**src/rtl/Predef_pkg.sv**
```systemverilog
// Shared width helpers and typedefs used across the RAM/FIFO codebase.
// Kept free of design state so any block can import it.
package Predef_pkg;

    typedef logic [7:0] byte_t;

    localparam int BYTE_BITS = 8;

    function automatic int bytes_to_bits(input int num_bytes);
        return num_bytes * BYTE_BITS;
    endfunction

    // Address width for a given depth; never returns 0 so a 1-word array still has a port bit.
    function automatic int addr_width(input int depth);
        return (depth > 1) ? $clog2(depth) : 1;
    endfunction

endpackage

```
**src/rtl/simple_dual_port_ram.sv**
```systemverilog
// Simple dual-port RAM: one byte-masked write port, one read port that is either
// show-ahead (combinational) or registered with read-first behaviour on collisions.
module simple_dual_port_ram
    import Predef_pkg::*;
#(
    parameter  int WIDTH_BYTES = 4,
    parameter  int DEPTH       = 16,
    parameter  bit SHOWAHEAD   = 1'b0,
    localparam int DW          = bytes_to_bits(WIDTH_BYTES),
    localparam int AW          = addr_width(DEPTH)
) (
    input  logic          clk,
    input  logic          reset,
    input  logic [AW-1:0] write_addr_in,
    input  logic          write_in,
    input  logic [DW-1:0] write_data_in,
    input  logic [WIDTH_BYTES-1:0] write_mask_in,
    input  logic [AW-1:0] read_addr_in,
    input  logic          read_in,
    output logic [DW-1:0] read_data_out,
    input  logic          debugen_in
);

    logic [DW-1:0] read_word;
    logic          write_ok;

    assign write_ok = write_in && !reset;

    // One independent byte-wide array per lane, so each mask bit maps to its own write enable.
    generate
        for (genvar gi = 0; gi < WIDTH_BYTES; gi++) begin : g_lane
            byte_t lane_mem [DEPTH];

            always_ff @(posedge clk) begin
                if (write_ok && write_mask_in[gi]) begin
                    lane_mem[write_addr_in] <= write_data_in[gi*BYTE_BITS +: BYTE_BITS];
                end
            end

            assign read_word[gi*BYTE_BITS +: BYTE_BITS] = lane_mem[read_addr_in];
        end
    endgenerate

    generate
        if (SHOWAHEAD) begin : g_showahead
            assign read_data_out = read_word;
        end else begin : g_registered
            logic [DW-1:0] rd_q_reg;

            // read_word is sampled before this edge's write lands, giving read-first.
            always_ff @(posedge clk) begin
                if (reset) begin
                    rd_q_reg <= '0;
                end else if (read_in) begin
                    rd_q_reg <= read_word;
                end
            end

            assign read_data_out = rd_q_reg;
        end
    endgenerate

    // Trace enable has no functional effect; read_in is unused in show-ahead mode.
    logic unused_ok;
    assign unused_ok = ^{debugen_in, read_in};

endmodule

```
**config.mk**
```make
export PLATFORM = sky130hd
export DESIGN_NAME = simple_dual_port_ram
export DESIGN_NICKNAME = d
export VERILOG_FILES = /design/src/rtl/Predef_pkg.sv /design/src/rtl/simple_dual_port_ram.sv
export SDC_FILE = /design/constraint.sdc
export NUM_CORES = 1
export LEC_CHECK = 0
export BUFFER_PORTS_ARGS = -buffer_cell sky130_fd_sc_hd__buf_2
export CORE_MARGIN = 1.5
export CORE_UTILIZATION = 48
export DETAILED_ROUTE_END_ITERATION = 10
export PLACE_DENSITY = 0.61
export SETUP_SLACK_MARGIN = 0.15
export SLEW_MARGIN = 0
export SYNTH_ARGS = -nofsm -noshare
export SYNTH_HDL_FRONTEND = slang
export SYNTH_SLANG_ARGS = --single-unit
```
**constraint.sdc**
```tcl
create_clock -name clk -period 4.34 [get_ports clk]
set_input_delay 0.217 -clock clk [delete_from_list [all_inputs] [get_ports clk]]
set_output_delay 0.217 -clock clk [all_outputs]
set_load 0.01 [all_outputs]
```
Yosys cells after proc, flatten, opt, wreduce, memory -nomap -nowiden
Memory sizes are Yosys's and may differ from the RTL's. A register that Yosys moved wholly into a read port is not among the register bits.
Cells that the tools add are included.
- mux-type cells: 8
- reductions and logical operators: 6
- operators by type and width (kind ; count):
    2-to-1 mux 1 bit ; 8
    logical AND 1 bit ; 5
    zero test 1 bit ; 1
- register bits: 0
- bits in writable memories: 512
- input port bits: 49
- word-level logic and storage cells: 18
- memories: 4
- memories (memory ; words ; bits a word ; read ports ; clocked after memory_dff ; write ports ; line ; text):
    g_lane[0].lane_mem ; 16 ; 8 ; 1 ; 1 ; 1 ; simple_dual_port_ram.sv:32 ; byte_t lane_mem [DEPTH];
    g_lane[1].lane_mem ; 16 ; 8 ; 1 ; 1 ; 1 ; simple_dual_port_ram.sv:32 ;
    g_lane[2].lane_mem ; 16 ; 8 ; 1 ; 1 ; 1 ; simple_dual_port_ram.sv:32 ;
    g_lane[3].lane_mem ; 16 ; 8 ; 1 ; 1 ; 1 ; simple_dual_port_ram.sv:32 ;

Longest topological paths before layout
- depth after elaboration: 5
- mapped depth: 7
- mapped depth without buffers: 4

Least setup slack after synthesis
OpenSTA, ideal clock, no wires.
- path type: input -> register
- from: input write_in
- to: memory g_lane[2].lane_mem[10][0] in the netlist's numbering (enable)
- setup time: 0.370 ns
- data arrival time: 1.211 ns
- required time: 3.970 ns
- setup slack: 2.759 ns
- cell stages on the path: 4
- path through: nor2b_1 -> nand2_1 -> clkbuf_1 -> nor2_1
- longest elaborated chain between the ends: 4
- RTL lines (item ; line ; text):
    start: declaration ; simple_dual_port_ram.sv:15 ; input logic write_in,
    logical AND 1 bit ; simple_dual_port_ram.sv:27 ; assign write_ok = write_in && !reset;
    logical AND 1 bit ; simple_dual_port_ram.sv:35 ; if (write_ok && write_mask_in[gi]) begin
    2-to-1 mux 1 bit ; simple_dual_port_ram.sv:35 ;
    2-to-1 mux 1 bit (implied by the code) ; simple_dual_port_ram.sv:36 ; lane_mem[write_addr_in] <= write_data_in[gi*BYTE_BITS +: BYTE_BITS];
    end: declaration ; simple_dual_port_ram.sv:32 ;
No other way between the ends.

Worst setup path after layout
- from: input write_addr_in[0]
- to: memory g_lane[3].lane_mem[13][5] in the netlist's numbering (enable)
- RTL lines (item ; line ; text):
    start: declaration ; simple_dual_port_ram.sv:14 ; input logic [AW-1:0] write_addr_in,
    end: declaration ; simple_dual_port_ram.sv:32 ;
Straight into the memory's write port.

==> qor.txt <==
Status: finished, final reports clean
Worst hold slack: 27.9 ps
Slack of the worst reg-to-reg path: 3200 ps
Die area: 45,500 um2
Cell taking the most area after synthesis: edfxtp_1
Worst-margin pin slew: 1270 ps
First-pass iteration count of the detailed router: 5
VDD IR-drop max: 390 uV
Crit path from: write_addr_in[0]
Setup Fix Bufs, Post-CTS: 0
Initial DRC Count: 942
Worst setup SP type: input port
Initial antenna violation count: 2
Maximum clock rate: 528 MHz
CP Cell Sequence: buf_2 > nor2b_1 > nand3_1 > nor2_1
Worst min-delay path category: in -> reg
Final global-route overflow total: 0
CTS H-Tree Depth: 2
Skew-Pair Late Insertion Delay: 590 ps
Drt wl/cell: 22.6 um
Final Hold Fails: 0
Setup crit end kind: flip-flop
HPWL Detailed: 26.6 mm
Final nets: 1,437
Most frequent cells in the layout: edfxtp_1 (512), mux2i_1 (256), nand2_1 (109)
CP max stage delay: 1060 ps
Required time of the critical path: 4540 ps
Largest fanout on the critical path: 8
Cells after synthesis: 1,288
Synth top area share: 72.5%
Synthesis-stage register bit count: 544
R2R Path Start: g_lane[0].lane_mem[6][0]
Chip width: 213 um
Fraction of layout cells with a size suffix above 1: 12.8%
Final setup TNS: 0 ps
Via/cell ratio: 5.50
Post-CTS Hold Fix Bufs: 22
Via count: 11,100
CTS root buffer: clkbuf_16
Critical Path AT: 2090 ps
# rows: 76
Initial Util: 48.9%
Clock sink total: 544
RSZ-0062 raised after global routing: false
Leak Pwr: 0.00842 uW
Final setup vio count: 0
Final period util: 43.6%
Reg clk slew, reported paths: 60 ps
Io pins: 81
Final ANT Viol Nets: 0
CTS max path bufs: 3
CTS tree: built
Syn Area/Cell: 16.5 um2
Post-synthesis sequential area ratio: 75.5%
Pins over their slew limit: 0
Layout area overhead: 12.7%
Ys Warns: 0
Num CTS Buffers: 54
Vias in the first global route: 11,100
Area of the mapped netlist: 21,200 um2
Clock Skew: 22.2 ps
Wire length of the first global-routing pass: 68.4 mm
Min-delay src: write_data_in[12]
# DRC: 0
Slew HR: 15.0%
Routability Congestion: 0.742
Most common library cell in the layout ignoring fill and taps: edfxtp_1
Largest net degree at the start of global routing: 83
Core Region: 43,400 um2
Port Buffer Count: 79
Total Wirelength: 45.6 mm
Fin crit period: 1890 ps
Number of max-cap violations: 0
Global-route usage over all layers: 20.7%
DIE HEIGHT: 213 um
Critical path class: in -> reg
CP max-delay cell: nor2_1
Count of cells resized by post-cts repair: 0
Pwr Density: 452 nW/um2
Net count after synthesis: 1,337
Top post-synthesis cells by area: edfxtp_1 (72%), mux2i_1 (12%), dfxtp_1 (3.0%)
Cell variety after synth: 23
state kept, by name, summed over array words and instances (netlist names):
name / flops
g_lane.lane_mem: 512
read_data_out: 32
power by group:
group / switching, uW / total [uW] / internal [uW]
sequential: 26.4 / 5820 / 5790
combinational: 339 / 518 / 179
clock: 1880 / 4460 / 2580
routing by layer:
layer | track usage [%] | vias up | wire length (um)
li1 | - | 5156 | -
met1 | 28.0 | 5585 | 20000
met2 | 34.2 | 305 | 22100
met3 | 3.65 | 69 | 2350
met4 | 6.34 | 0 | 1060
met5 | 0 | - | 0
worst max-delay path, delay by kind of cell:
kind | cells | cell delay, ps
and+or+nand+nor | 3 | 1720
buffers and inverters | 1 | 150
metrics by stage:
stage                     instance area, um2  utilization [%]  instances  setup slack (ps)  power [uW]
after floorplan                        21200                -       1288              2760        6240
after global placement                 22000             50.7       1895              2000        6430
after detailed placement               22000             50.7       1895              1880        6440
final                                  23900             55.1       2020              2450       10800
after CTS                              23900             55.1       2018              2510       10900
after global routing                   23900             55.1       2020              2420       11100
path summary, 6_finish.rpt:
check | end | depth (start not counted)
hold reg to reg | read_data_out[20] | 2
setup reg to reg | read_data_out[0] | 4
setup / recovery | g_lane[3].lane_mem[13][5] | 4
hold / removal | g_lane[1].lane_mem[13][4] | 1
cells in the mapped netlist, drive strengths merged:
cell and number:
nor2b 7, mux2i 256, or3b 1, edfxtp 512
and2 1, buf 47, nand3 102, a22oi 64
dfxtp 32, nand3b 1, nand4 1, a21oi 64
nor2 68, nand2 109, clkbuf 23
kinds of logic after synthesis:
| family | after synthesis | synth area share [%] |
|---|---|---|
| compound gates | 128 | 3.95 |
| buf+inv | 70 | 2.58 |
| simple gates | 290 | 5.89 |
| flops | 544 | 75.5 |
| mux | 256 | 12.1 |
layout make-up:
cell class,count,area (um2)
Timing Repair Buffer,114,761
Tap cell,585,732
Clock buffer,92,1660
Sequential cell,544,16000
Antenna cell,2,5.00
Clock inverter,9,52.6
Multi-Input combinational cell,674,4680
Fill cell,3447,19500
(Power assumes the default switching activity.)
